File: config.mk
export PLATFORM = sky130hd
export DESIGN_NAME = imm_gen_pipe
export DESIGN_NICKNAME = d
export VERILOG_FILES = /design/src/rtl/imm_gen_pipe.sv
export SDC_FILE = /design/constraint.sdc
export NUM_CORES = 1
export LEC_CHECK = 0
export ABC_AREA = 1
export BUFFER_PORTS_ARGS = -buffer_cell sky130_fd_sc_hd__buf_2
export CAP_MARGIN = 10
export CORE_MARGIN = 2
export CORE_UTILIZATION = 60
export CTS_BUF_LIST = sky130_fd_sc_hd__clkbuf_8
export CTS_CLUSTER_SIZE = 25
export DETAILED_ROUTE_END_ITERATION = 8
export PLACE_DENSITY = 0.85
export SETUP_SLACK_MARGIN = 0.05
export SYNTH_ARGS = -nofsm -noshare
export SYNTH_HDL_FRONTEND = slang
export SYNTH_SLANG_ARGS = --single-unit
File: constraint.sdc
create_clock -name clk -period 3.4 [get_ports clk]
set_input_delay 1.02 -clock clk [delete_from_list [all_inputs] [get_ports clk]]
set_output_delay 1.02 -clock clk [all_outputs]
set_load 0.05 [all_outputs]
File: src/rtl/imm_gen_pipe.sv
`default_nettype none
// ============================================================================
// Module   : imm_gen_pipe
// Brief    : Registered RV32/RV64 immediate generator behind a 2-entry
//            valid/ready skid buffer, with sideband tag and flush.
// Revision : 1.0
// ============================================================================
module imm_gen_pipe #(
   parameter int XLEN  = 32,
   parameter int TAG_W = 5
) (
   input  logic             clk,
   input  logic             rst_n,
   input  logic             flush,
   input  logic             in_valid,
   output logic             in_ready,
   input  logic [31:0]      in_instr,
   input  logic [2:0]       in_sel,
   input  logic [TAG_W-1:0] in_tag,
   output logic             out_valid,
   input  logic             out_ready,
   output logic [XLEN-1:0]  out_imm,
   output logic [TAG_W-1:0] out_tag,
   output logic             out_illegal
);

   localparam int c_SH_W = (XLEN == 64) ? 6 : 5;

   typedef struct packed {
      logic             valid;
      logic [XLEN-1:0]  imm;
      logic [TAG_W-1:0] tag;
      logic             illegal;
   } beat_t;

   logic [31:0]     w_raw;
   logic            w_sext;
   logic            w_illegal;
   logic [XLEN-1:0] w_imm;
   logic            w_accept;
   logic            w_pop;
   logic            w_opcode_unused;
   beat_t           w_in;
   beat_t           main_q;
   beat_t           main_d;
   beat_t           skid_q;
   beat_t           skid_d;

   // Opcode bits never contribute to any immediate format.
   assign w_opcode_unused = ^in_instr[6:0];

   // Every format is first built as a 32-bit value; widening to XLEN then
   // only needs to know whether bit 31 is replicated or zero-filled.
   always_comb begin
      w_raw     = 32'd0;
      w_sext    = 1'b0;
      w_illegal = 1'b0;
      case (in_sel)
         3'b000: begin
            w_raw  = {{20{in_instr[31]}}, in_instr[31:20]};
            w_sext = 1'b1;
         end
         3'b001: w_raw[c_SH_W-1:0] = in_instr[20 +: c_SH_W];
         3'b010: begin
            w_raw  = {{20{in_instr[31]}}, in_instr[31:25], in_instr[11:7]};
            w_sext = 1'b1;
         end
         3'b011: begin
            w_raw  = {{19{in_instr[31]}}, in_instr[31], in_instr[7],
                      in_instr[30:25], in_instr[11:8], 1'b0};
            w_sext = 1'b1;
         end
         3'b100: begin
            w_raw  = {in_instr[31:12], 12'd0};
            w_sext = 1'b1;
         end
         3'b101: begin
            w_raw  = {{11{in_instr[31]}}, in_instr[31], in_instr[19:12],
                      in_instr[20], in_instr[30:21], 1'b0};
            w_sext = 1'b1;
         end
         3'b110: w_raw[4:0] = in_instr[19:15];
         default: w_illegal = 1'b1;
      endcase
      w_imm        = {XLEN{w_sext & w_raw[31]}};
      w_imm[31:0]  = w_raw;
      w_in.valid   = 1'b1;
      w_in.imm     = w_imm;
      w_in.tag     = in_tag;
      w_in.illegal = w_illegal;
   end

   // in_ready depends only on the skid flop, so out_ready never reaches it.
   assign in_ready = ~skid_q.valid;
   assign w_accept = in_valid & in_ready;
   assign w_pop    = main_q.valid & out_ready;

   always_comb begin
      main_d = main_q;
      skid_d = skid_q;
      if (flush) begin
         main_d.valid = 1'b0;
         skid_d.valid = 1'b0;
      end else if (!main_q.valid || w_pop) begin
         if (skid_q.valid) begin
            main_d       = skid_q;
            skid_d.valid = 1'b0;
            if (w_accept) begin
               skid_d = w_in;
            end
         end else if (w_accept) begin
            main_d = w_in;
         end else begin
            main_d.valid = 1'b0;
         end
      end else if (w_accept) begin
         skid_d = w_in;
      end
   end

   always_ff @(posedge clk or negedge rst_n) begin
      if (!rst_n) begin
         main_q <= '0;
         skid_q <= '0;
      end else begin
         main_q <= main_d;
         skid_q <= skid_d;
      end
   end

   assign out_valid   = main_q.valid;
   assign out_imm     = main_q.imm;
   assign out_tag     = main_q.tag;
   assign out_illegal = main_q.illegal;

endmodule
`default_nettype wire
After elaboration in Yosys (flattened, before gate mapping)
Index checks and enable logic that the tools add are counted.

Bits in registers: 78. Input port bits: 45. Output and inout port bits: 40. Logic and storage cells: 45.

Eq/ne operators: 8. Muxes and demuxes: 13. Bitwise operators: 4. Reductions and logical operators: 12.

Operators by type and width (number): two-way mux 39 bit (6); one-hot mux 27 bit (4 select lines) (1); two-way mux 38 bit (1); one-hot mux 5 bit (5 select lines) (1); equality test 3 bit, second input constant (3); OR reduction 7 bit (1); equality test 3 x 2 -> 1 bit, second input constant (2); nonzero test 2 bit (3); two-way mux 1 bit (4); != test 2 bit, second input constant (2); AND reduction 4 bit (1); OR reduction 2 bit (2); equality test 3 x 1 -> 1 bit, second input constant (1); zero test 3 bit (1); AND reduction 3 bit (1); nonzero test 3 bit (1); AND 1 bit (2); NOT 1 bit (2); zero test 1 bit (1); logical OR 1 bit (1).

Logic depth before layout (Yosys ltp)
Depth after elaboration: 7. Gate-level depth with buffers: 10. Gate-level depth less buffers: 8.

Worst setup path before layout
Ideal clock, no wire load.

Path type: register to output. Start point: register skid_q[38] in the netlist's numbering. End point: output in_ready. Arrival: 1.222 ns. Required time: 2.380 ns. Setup slack: 1.158 ns. Stages on the path, launching flop included: 4. Path buffers: 2. Cells stage by stage: dfrtp_1 > buf_2 > inv_2 > clkbuf_1.

Cells in the longest elaborated chain, start to end: 1.

RTL lines: start, declared (RTL line 46) `beat_t skid_q;`; start signal, assigned (RTL line 127) `skid_q <= skid_d;`; NOT 1 bit (RTL line 94) `assign in_ready = ~skid_q.valid;`; end, declared (RTL line 16) `output logic in_ready,`.

No other way between the ends.

Worst setup path after layout
Same ends and word-level chain as after synthesis.

==> impl_metrics.ini <==
[synthesis]
syn-instance-count = 498
ys_dominant_reg_cell = dfrtp_1
synthTopCellsByArea = dfrtp_1, nand2_1, o21ai_1, nor2_1, nand3_1
synth_top_area_share_pct = 51.6
synth_compound_area_share_pct = 9.20
synthAdderAreaFrac_pct = 0
synth_top_family_by_area = simple AND/OR/NAND/NOR gates
postSynthRegisterBits = 78
synth.avg_cell_area_um2 = 7.60
synth_edf_count = 0
yosysWarnings = 0
synth_xor_area_share_pct = 0
synthArstFlopShare_pct = 100
syn_nets = 543
ys_seq_area_share_pct = 51.6
syn_area_mm2 = 0.00378
synth.most_common_cell = nand2_1
yosys.area_share.simple_pct = 32.3
yosysUniqueCellTypes = 23
yosysTopAreaCell = dfrtp_1
synth_mux_area_share_pct = 0
yosys-top-cells-count = nand2_1, dfrtp_1, nor2_1, o21ai_1, nand3_1

[die]
die_area_mm2 = 0.00695
fp-row-count = 28
die_h_um = 83.4
chipWidth_um = 83.4
start_util_pct = 63.1
core_area_mm2 = 0.00599
ios = 85

[grt]
grt_remaining_overflow = 0
met2_usage_pct = 43.5
grt_pass1_wl_um = 15700
grt_use_total_pct = 27.7
globalRouteMet1Util_pct = 38.0
grtUsageMet3_pct = 6.16
grt_antenna_before_repair = 0
grt_pass1_vias = 3413
grt_max_degree = 79
top_usage_layer = met2

[place]
dp_hpwl_um = 5660
place_area_mm2 = 0.00414
portBuffers = 77
gp_congestion = 0.871

[routing]
wl_per_cell_um = 13.8
firstDrtPassIters = 5
avgViaCountPerCell = 5.45
drc = 0
ant_nets = 0
wl_um = 8860
route.vias.total = 3498
drtIter0Drc = 244

[clock_network]
h-tree-depth = 3
numCtsBuffers = 9
post-cts-setup-buffers = 0
cts-root-buf = clkbuf_8
worstSkewPairLatency_ns = 0.35
path_clk_slew_ns = 0.08
cts_resized = 0
clock_path_buffers = 2
cts_sinks = 78
ctsHoldBuffers = 0
cts_tree = yes

[sta]
hold_violations = 0
finalCritPeriodShare_pct = 78.9
period_minus_slack_ns = 2.68
clock_skew_ns = 0.00866
finalMaxSlewViolations = 0
slew_headroom_pct = 33.5
finalSetupTns_ns = 0
setup_violations = 0
rsz0062_at_grt = no
max_freq_ghz = 0.373
worstMarginPinSlew_ns = 0.997

[outcome]
status = finished clean

[finish]
nNetsFinal = 607
antenna_cells = 0
utilization_pct = 73.0
final_layout_size_suffix_gt1_share_pct = 20.5
n_fill_cell = 500
layout.area.seq_mm2 = 0.00195
postLayoutCellArea_mm2 = 0.00437
syn_to_final_growth_pct = 15.5
multi_input_area_mm2 = 0.00157

[flow_run]
cap_violations = 0

[critical_path]
startpoint_type = register
arrival_ns = 1.66
critPathRequiredTime_ns = 2.38
crit_type = register to output port
critPathMaxFanout = 25
end_kind = output port
r2r_cells = 6

[power_and_ir_drop]
pwr_density_cell_mw_per_mm2 = 616
ir_worst_vdd_mv = 0.343
leakagePower_nw = 2.48

[min_path]
hold_depth = 2
min_path_type = register to register
## worst max-delay path, cell delays in order, from the launching register on
cell     delay (ns)
dfrtp_1        0.37
buf_4          0.23
inv_2          0.35
buf_2          0.34
## power breakdown
| group | leakage, nW | total, mW | internal (mW) | switching [mW] |
|---|---|---|---|---|
| Sequential | 0.996 | 1.19 | 1.11 | 0.0838 |
| Combinational | 1.36 | 0.702 | 0.183 | 0.519 |
| Clock | 0.116 | 0.799 | 0.454 | 0.346 |
## cells in the final DEF, fill, tap and decap left out, drive strengths merged
cell type and count:
a21oi 13, buf 82, nand4 12, or2 3
dfrtp 78, nor2 50, nand3 29, inv 25
clkinv 2, bufinv 2, clkbuf 11, nand2 204
o21ai 55, clkinvlp 1
## registers in the layout, indices dropped and copies added (netlist names)
register     flops
out_illegal      1
out_tag          5
out_valid        1
skid_q          39
out_imm         32
## worst paths after layout
check                                            start  slack [ns]                     end
max in group asynchronous                        rst_n        1.93  skid_q[30]$_DFFE_PN0P_
min in group asynchronous                        rst_n        0.79   skid_q[5]$_DFFE_PN0P_
worst max-delay path            skid_q[38]$_DFFE_PN0P_        0.72                in_ready
worst max register to register  skid_q[38]$_DFFE_PN0P_        1.37  skid_q[31]$_DFFE_PN0P_
worst min register to register  out_imm[5]$_DFFE_PN0P_        0.48  out_imm[5]$_DFFE_PN0P_
worst min-delay path            out_imm[5]$_DFFE_PN0P_        0.48  out_imm[5]$_DFFE_PN0P_
## cells by family (layout without fill, tap and decap cells)
family,after synthesis,after routing
buffers and inverters,54,123
AND/OR/NAND/NOR,298,298
flip-flops,78,78
AO/OA/AOI/OAI,68,68
## metrics by stage
step                std cells  setup WS [ns]  hold WS, ns  power, mW
floorplan                 498           1.16        0.444       1.72
global route              642          0.664        0.494       2.83
CTS                       642          0.722        0.481       2.70
detailed placement        626          0.908        0.460       1.91
finish                    642          0.719        0.475       2.69
global placement          626          0.949        0.456       1.88
## layout make-up
class	instances	area share, %
clock buffers	11	3.46
clock inverters	5	1.86
inverters	25	2.20
multi-input cells	366	35.9
flip-flops and latches	78	44.7
well taps	75	2.15
repair buffers	82	9.73
## routing by layer
metal,vias up,part of all wire (%)
li1,1706,-
met1,1603,43
met2,169,46
met3,20,9.3
met4,0,2.0
met5,-,0
No activity file was read; power rests on OpenSTA's default activity.
